--- config.mk ---
export PLATFORM = sky130hd
export DESIGN_NAME = game_state_ctrl
export DESIGN_NICKNAME = d
export VERILOG_FILES = /design/src/rtl/game_state_ctrl.sv
export SDC_FILE = /design/constraint.sdc
export NUM_CORES = 1
export LEC_CHECK = 0
export CORE_UTILIZATION = 49
export CTS_CLUSTER_DIAMETER = 60
export CTS_CLUSTER_SIZE = 20
export DETAILED_ROUTE_END_ITERATION = 16
export GPL_ROUTABILITY_DRIVEN = 0
export GPL_TIMING_DRIVEN = 0
export PLACE_DENSITY = 0.78
export SLEW_MARGIN = 20
export SYNTH_ARGS = -nofsm -noshare
export SYNTH_HDL_FRONTEND = slang
export SYNTH_SLANG_ARGS = --single-unit
--- constraint.sdc ---
create_clock -name Clk -period 2.5 [get_ports Clk]
set_input_delay 0.5 -clock Clk [delete_from_list [all_inputs] [get_ports Clk]]
set_output_delay 0.5 -clock Clk [all_outputs]
set_load 0.005 [all_outputs]
--- src/rtl/game_state_ctrl.sv ---
// game_state_ctrl
//   Frame-rate game sequencer sitting after the entity selector. Runs the
//   IDLE/READY/PLAY/DEATH/OVER/WIN flow, tracks lives, and drives freeze and
//   respawn to the movement blocks plus status flags to the HUD/colour mapper.
//
// Ports
//   Clk           system clock
//   Reset         synchronous, active-high reset
//   frame_tick    one-Clk pulse at start of vertical blank
//   lose_game     per-pixel Pac-Man/ghost overlap flag
//   pellets_left  pellets remaining, valid at frame_tick
//   start_key     start key level
//   state         IDLE=0 READY=1 PLAY=2 DEATH=3 OVER=4 WIN=5
//   lives         remaining lives
//   freeze        movement blocks hold positions
//   respawn       one-Clk pulse on entry into READY
//   flash         death blink
//   game_over     high in OVER
//   game_won      high in WIN
module game_state_ctrl #(
   parameter int unsigned LIVES_INIT   = 3,
   parameter int unsigned READY_FRAMES = 120,
   parameter int unsigned DEATH_FRAMES = 90,
   parameter int unsigned PELLET_W     = 9
) (
   input  logic                Clk,
   input  logic                Reset,
   input  logic                frame_tick,
   input  logic                lose_game,
   input  logic [PELLET_W-1:0] pellets_left,
   input  logic                start_key,
   output logic [2:0]          state,
   output logic [1:0]          lives,
   output logic                freeze,
   output logic                respawn,
   output logic                flash,
   output logic                game_over,
   output logic                game_won
);

   typedef enum logic [2:0] {
      S_IDLE  = 3'd0,
      S_READY = 3'd1,
      S_PLAY  = 3'd2,
      S_DEATH = 3'd3,
      S_OVER  = 3'd4,
      S_WIN   = 3'd5
   } state_t;

   localparam logic [1:0] LIVES_LOAD = 2'(LIVES_INIT);
   localparam logic [7:0] READY_LAST = 8'(READY_FRAMES - 1);
   localparam logic [7:0] DEATH_LAST = 8'(DEATH_FRAMES - 1);

   state_t     cur, nxt;
   logic       start_q;
   logic       hit;
   logic [7:0] frame_cnt;

   logic       start_rise;
   logic       hit_now;
   logic       changed;
   logic [1:0] lives_nxt;
   logic [7:0] cnt_nxt;
   logic       hit_nxt;
   logic       respawn_nxt;
   logic       freeze_nxt;
   logic       flash_nxt;
   logic       over_nxt;
   logic       won_nxt;

   assign start_rise = start_key & ~start_q;
   // A collision in the same Clk as frame_tick still counts for this frame.
   assign hit_now    = hit | (lose_game & (cur == S_PLAY));

   always_comb begin
      nxt       = cur;
      lives_nxt = lives;
      case (cur)
         S_IDLE, S_OVER, S_WIN: begin
            if (start_rise) begin
               nxt       = S_READY;
               lives_nxt = LIVES_LOAD;
            end
         end
         S_READY: begin
            if (frame_tick && frame_cnt == READY_LAST)
               nxt = S_PLAY;
         end
         S_PLAY: begin
            if (frame_tick) begin
               if (pellets_left == '0) begin
                  nxt = S_WIN;
               end else if (hit_now) begin
                  nxt       = S_DEATH;
                  lives_nxt = (lives != 2'd0) ? lives - 2'd1 : 2'd0;
               end
            end
         end
         S_DEATH: begin
            if (frame_tick && frame_cnt == DEATH_LAST)
               nxt = (lives == 2'd0) ? S_OVER : S_READY;
         end
         default: nxt = S_IDLE;
      endcase
   end

   always_comb begin
      changed     = (nxt != cur);
      cnt_nxt     = changed ? '0 : (frame_tick ? frame_cnt + 8'd1 : frame_cnt);
      hit_nxt     = (changed || frame_tick) ? 1'b0 : hit_now;
      // Outputs are registered, so they are derived from the next-state values.
      respawn_nxt = changed && (nxt == S_READY);
      freeze_nxt  = (nxt != S_PLAY);
      flash_nxt   = (nxt == S_DEATH) && cnt_nxt[3];
      over_nxt    = (nxt == S_OVER);
      won_nxt     = (nxt == S_WIN);
   end

   always_ff @(posedge Clk) begin
      if (Reset) begin
         cur       <= S_IDLE;
         start_q   <= 1'b0;
         hit       <= 1'b0;
         frame_cnt <= '0;
         lives     <= '0;
         freeze    <= 1'b1;
         respawn   <= 1'b0;
         flash     <= 1'b0;
         game_over <= 1'b0;
         game_won  <= 1'b0;
      end else begin
         cur       <= nxt;
         start_q   <= start_key;
         hit       <= hit_nxt;
         frame_cnt <= cnt_nxt;
         lives     <= lives_nxt;
         freeze    <= freeze_nxt;
         respawn   <= respawn_nxt;
         flash     <= flash_nxt;
         game_over <= over_nxt;
         game_won  <= won_nxt;
      end
   end

   assign state = cur;

endmodule

==> metrics.yaml, run 1 <==
routing:
  via_per_inst: 5.667
  wirelength_um: 2308
  drcViolationCount: 0
  drt_iter0_drc: 18
  post_drt_wl_per_cell_um: 13.50
  num_vias: 969
  drt-pass1-iter-count: 4
  ant_nets: 0
floorplanning:
  dieArea_um2: 2430
  die_w_um: 49.30
  io_pins: 24
  rows: 16
  start_util_pct: 54.21
  die_height_um: 49.30
  core_um2: 2022
critical_path:
  crit_required_ns: 2.66
  slowest_delay_ns: 0.44
  crit_fanout: 10
  worst_ep_arrival_time_ns: 2.45
  endpoint_kind: "register"
  cp_slowest_cell: "nor4_1"
  start_kind: "primary input"
  crit_chain: "clkdlybuf4s50_1, nor4_1, nand3_1, o21ai_1, o2bb2ai_1, buf_2, nor4_2"
  crit_type: "in -> reg"
synth:
  async_flop_share_pct: 0
  synth_area_um2: 1096
  synth_commonest_cells: "20 x dfxtp_1, 10 x nand2_1, 6 x nor4_2"
  yosysSeqAreaShare_pct: 36.53
  synth.ff_latch_count: 20
  syn_nets: 133
  synth_cell_types: 41
  synth_area_leaders: "dfxtp_1 37%, nor4_2 6.8%, xnor2_1 4.0%"
  avgSynthCellArea_um2: 9.368
  yosys_warnings: 0
  synth_top_area_share_pct: 36.53
  synth_top_area_cell: "dfxtp_1"
  syn_inst: 117
  synth-edff-count: 0
  ys.flop_type: "dfxtp_1"
  yosysMostFrequentCell: "dfxtp_1"
global_route:
  first_global_vias: 850
  grt-ovfl-total: 0
  grt_pass1_wl_um: 3864
  track_usage_pct: 21.10
  antenna_found_initial: 0
  grt_max_degree: 13
sta:
  finalCriticalPeriod_ns: 2.297
  worst_slew_pin_slew_ns: 0.7148
  skew_ns: 0.009007
  max_freq_ghz: 0.4354
  tns_ns: 0
  relSlewSlack_pct: 52.35
  rsz0062_at_grt: "false"
  fin_crit_sh_pct: 91.88
  finalSetupViolCount: 0
  finalMaxSlewViolations: 0
  hold_violations: 0
power_and_ir_drop:
  p_switching_uw: 159.3
  ir_worst_vdd_mv: 0.4619
  power.internal_uw: 547.3
  clkPwrFrac_pct: 36.5
  p_leak_nw: 0.4971
  comb_power_share_pct: 15.9
  p_per_area_nw_per_um2: 500.3
  switching_share_pct: 22.55
  seqPwrFrac_pct: 47.6
placement:
  place_area_um2: 1360
  dpl.hpwl_um: 1717
  placedCellCount: 167
  portBuffers: 23
cells_and_area:
  syn2layout_area_growth_pct: 28.88
  final_area_um2: 1413
  final_layout_size_suffix_gt1_share_pct: 13.89
  insertedDiodeCount: 0
  finalNonFillerCells: 171
  nets: 161
  fill_cells: 163
clock_tree:
  tritoncts: "built"
  clk-insertion-delay-late_ns: 0.30
  cts_hold_buf: 0
  ctsResizeCount: 0
  cts_max_path_buffers: 2
  cts_max_level: 1
  clk_pin_slew_ns: 0.10
  cts-root-buf: "clkbuf_4"
  cts_buffers: 3
  cts_sinks: 20
  postCtsSetupRepairBufs: 0
run:
  max_cap_viol_count: 0
hold_path:
  worstHoldPathType: "reg -> reg"
status:
  status: "complete, no violations"
## path summary, 6_finish.rpt
kind / startpoint / end / slack [ns] / cells after the start
hold / removal: lives[0] / lives[0] / 0.56 / 2
setup / recovery: pellets_left[4] / frame_cnt[2] / 0.20 / 7
setup reg to reg: frame_cnt[0] / frame_cnt[2] / 0.41 / 7
hold reg to reg: lives[0] / lives[0] / 0.56 / 2
## per-stage QoR
| stage | setup WS (ns) | hold WS, ns | utilization [%] | power (mW) |
|---|---|---|---|---|
| after floorplan | 0.5455 | 0.5079 | - | 0.4075 |
| after global placement | -0.1659 | 0.5197 | 67.26 | 0.4522 |
| after detailed placement | -0.1874 | 0.5263 | 67.26 | 0.4549 |
| after CTS | 0.1126 | 0.5466 | 69.86 | 0.7106 |
| after global routing | 0.08974 | 0.5984 | 69.86 | 0.7468 |
| final | 0.2031 | 0.5554 | 69.86 | 0.7067 |
## placed cells by master (no fill, tap or decap), types with 2 or more instances in the layout
cell type	instances
a21oi_1	3
a31oi_1	3
and2_1	5
and3_1	2
buf_2	2
clkbuf_1	2
clkbuf_4	3
clkdlybuf4s50_1	23
dfxtp_1	20
ha_1	2
inv_1	4
nand2_1	10
nand2b_1	2
nand3_1	4
nand3b_1	3
nand4_1	4
nor2_1	5
nor2b_1	2
nor3_1	4
nor4_1	3
nor4_2	6
o21ai_0	2
or3_1	2
xnor2_1	5
xor2_1	3
## power by group through the flow
stage	Clock (mW)	Combinational [mW]	Sequential, mW
final	0.258	0.112	0.337
after global routing	0.288	0.120	0.338
after global placement	0	0.109	0.343
after detailed placement	0	0.112	0.343
after CTS	0.263	0.112	0.336
after floorplan	0	0.0648	0.343
## routing by layer
metal | vias to the layer above | routed length [µm] | global-route usage (%)
met5 | - | 0 | 0
met4 | 0 | 12 | 6.373
met3 | 2 | 89 | 6.854
met2 | 26 | 1101 | 32.19
met1 | 453 | 1105 | 28.02
li1 | 488 | - | -
## final cells by class
class	count	area, µm²	share of cell area [%]
multi-input combinational	88	651.9	46.15
sequential	20	400.4	28.34
timing repair buffer	23	230.2	16.30
tap	27	33.78	2.392
clock inverter	1	30.03	2.126
buffer	5	28.78	2.037
clock buffer	3	22.52	1.594
inverter	4	15.01	1.063
## worst max-delay path: cells and delay by family
family	cells	cell delay, ns
buf+inv	2	0.74
simple gates	3	0.75
compound gates	2	0.47
## flip-flops by register name (all words and copies together), names as in the netlist
signal and cells:
frame_cnt 8, game_over 1, flash 1, state 3
respawn 1, game_won 1, freeze 1, hit 1
start_q 1, lives 2
## kinds of logic (layout without fill, tap and decap cells)
kind of cell / after synthesis / after routing / share of synthesized area [%]
xor+xnor: 8 / 8 / 6.393
flops: 20 / 20 / 36.53
simple gates: 61 / 61 / 39.61
compound gates: 17 / 17 / 11.19
fa+ha+maj: 2 / 2 / 2.283
buf+inv: 9 / 36 / 3.995
Note: power is estimated with default switching activity, not from simulation.
==> inputs of run 2 (changes only) <==
--- a/config.mk
+++ b/config.mk
@@ -5,12 +5,12 @@
 export SDC_FILE = /design/constraint.sdc
 export NUM_CORES = 1
 export LEC_CHECK = 0
+export ABC_CLOCK_PERIOD_IN_PS = 2500
 export CORE_UTILIZATION = 49
 export CTS_CLUSTER_DIAMETER = 60
 export CTS_CLUSTER_SIZE = 20
 export DETAILED_ROUTE_END_ITERATION = 16
 export GPL_ROUTABILITY_DRIVEN = 0
-export GPL_TIMING_DRIVEN = 0
 export PLACE_DENSITY = 0.78
 export SLEW_MARGIN = 20
 export SYNTH_ARGS = -nofsm -noshare
==> run 2 against run 1 <==
Non-clock buffer count rose by 2. Flip-flop and latch count unchanged. Cell count is 1.2% higher. Total power grew 1.3%. Routed wire length up 0.61%. Sequential share of layout area down 0.71 points. Cell area rose by 2.6%. Sequential power is essentially flat. Clock skew down 0.0051 ns. Maximum frequency rose by 9.1%. Highest routed layer unchanged.
==> metrics.yaml, run 2 (synthesized netlist as in run 1, its figures left out) <==
cells_and_area:
  largest_reg_flops: 8  # unchanged
  final_cell_mix: "23 x clkdlybuf4s50_1, 20 x dfxtp_1, 10 x nand2_1"
  layout_commonest_cell: "clkdlybuf4s50_1"
  final_area_um2: 1449  # +2.6%
  largest-register: "frame_cnt"
  fill_cells: 155  # -4.9%
  nets: 163  # +1.2%
  insertedDiodeCount: 0  # unchanged
  syn2layout_area_growth_pct: 32.19
  final_layout_size_suffix_gt1_share_pct: 16.44  # +2.5 points
  final_util_pct: 71.66  # +1.8 points
clock_tree:
  cts_max_level: 1  # unchanged
  cts-root-buf: "clkbuf_4"
  cts_max_path_buffers: 2  # unchanged
  postCtsSetupRepairBufs: 0  # unchanged
  cts_hold_buf: 0  # unchanged
  clk-insertion-delay-late_ns: 0.31  # about the same
  ctsResizeCount: 0  # unchanged
  clk_pin_slew_ns: 0.12  # +0.02 ns
  tritoncts: "built"
  cts_buffers: 3  # unchanged
  cts_sinks: 20  # unchanged
sta:
  rsz0062_at_grt: "false"
  tns_ns: 0  # unchanged
  relSlewSlack_pct: 66.42  # +14 points
  max_freq_ghz: 0.4751  # +9.1%
  hold_violations: 0  # unchanged
  finalMaxSlewViolations: 0  # unchanged
  finalSetupViolCount: 0  # unchanged
  worst_slew_pin_slew_ns: 0.4992  # -0.2156 ns
  worst_slack_ns: 0.3953  # +0.1923 ns
  skew_ns: 0.003888  # -0.005119 ns
  fin_crit_sh_pct: 84.19  # -7.7 points
  finalCriticalPeriod_ns: 2.105  # -0.1923 ns
routing:
  wl_met1_um: 1004  # -9.1%
  wirelength_um: 2322  # +0.61%
  drcViolationCount: 0  # unchanged
  drt_iter0_drc: 16  # -2
  post_drt_wl_per_cell_um: 13.42  # -0.56%
  wl_met2_um: 1134  # +3.0%
  dr_wl_met3_um: 156  # +75%
  drt-pass1-iter-count: 4  # unchanged
  ant_nets: 0  # unchanged
  maxUsedRoutingLayer: "met4"
  num_vias: 989  # +2.1%
  via_per_inst: 5.717  # +0.88%
critical_path:
  worst-path-buf-inv: 2  # unchanged
  crit_required_ns: 2.73  # +0.07 ns
  slowest_delay_ns: 0.52  # +0.08 ns
  path_depth: 7  # unchanged
  worst_ep_arrival_time_ns: 2.33  # -0.12 ns
  crit_family: "simple AND/OR/NAND/NOR gates"
  reg2reg_depth: 7  # unchanged
  startpoint: "frame_tick"
  cp_slowest_cell: "clkdlybuf4s50_1"
  crit_fanout: 9  # -1
  r2r-start: "frame_cnt[0]"
  start_kind: "primary input"
  endpoint_kind: "register"
  crit_chain: "clkdlybuf4s50_1, and4bb_2, a31oi_1, nor4b_4, xnor2_1, buf_4, nor4_2"
  crit_type: "in -> reg"
global_route:
  grt_max_degree: 13  # unchanged
  grt-ovfl-total: 0  # unchanged
  antenna_found_initial: 0  # unchanged
  grt_pass1_wl_um: 4098  # +6.1%
  track_usage_pct: 21.70  # +0.60 points
  first_global_vias: 959  # +13%
floorplanning:
  io_pins: 24  # unchanged
  die_w_um: 49.30  # unchanged
  die_height_um: 49.30  # unchanged
  rows: 16  # unchanged
  start_util_pct: 54.21  # unchanged
  dieArea_um2: 2430  # unchanged
  core_um2: 2022  # unchanged
hold_path:
  worstHoldStart: "lives[1]"
  worstHoldPathType: "reg -> reg"
  holdPathStages: 2  # unchanged
run:
  max_cap_viol_count: 0  # unchanged
placement:
  pre_cts_ws_ns: 0.1046  # +0.2919 ns
  portBuffers: 23  # unchanged
  place_area_um2: 1396  # +2.7%
  dpl.hpwl_um: 1702  # -0.90%
power_and_ir_drop:
  finalPower_uw: 715.9  # +1.3%
  p_per_area_nw_per_um2: 494.1  # -1.2%
  ir_worst_vdd_mv: 0.4331  # -6.2%
  p_leak_nw: 0.5151  # +3.6%
status:
  status: "complete, no violations"
## run 2: worst paths after layout
check | endpoint | slack, ns
max | frame_cnt[0] | 0.40
min | lives[1] | 0.55
max reg2reg | frame_cnt[0] | 0.52
min reg2reg | lives[1] | 0.55
## run 2: cell type report
type	count	area, µm²	area share (%)
clock inverter	1	30.03	2.073
timing repair buffer	30	295.3	20.38
tap	27	33.78	2.332
inverter	4	15.01	1.036
sequential	20	400.4	27.63
multi-input combinational	88	651.9	44.99
clock buffer	3	22.52	1.554
## run 2: worst min-delay path: stages (launching register included)
cell and delay, ns:
dfxtp_1 0.37, o21ai_0 0.08, a21oi_1 0.06
## run 2: where the power goes
group | leakage [nW] | total [mW] | switching [mW] | internal (mW)
sequential | 0.163 | 0.340 | 0.0114 | 0.328
clock | 0.0279 | 0.268 | 0.106 | 0.162
combinational | 0.325 | 0.108 | 0.0497 | 0.0583
total | 0.515 | 0.716 | 0.167 | 0.549
## run 2: metrics by stage
| step | hold slack [ns] | instances |
|---|---|---|
| final | 0.5529 | 173 |
| after global routing | 0.5875 | 173 |
| after CTS | 0.5484 | 173 |
| after detailed placement | 0.5256 | 169 |
| after global placement | 0.5198 | 169 |
| after floorplan | 0.5079 | 117 |
## run 2: per-layer routing
layer,GRT usage [%],vias to the layer above
met5,0,-
met2,37.21,34
met1,26.29,461
met3,3.115,3
li1,-,491
met4,10.29,0
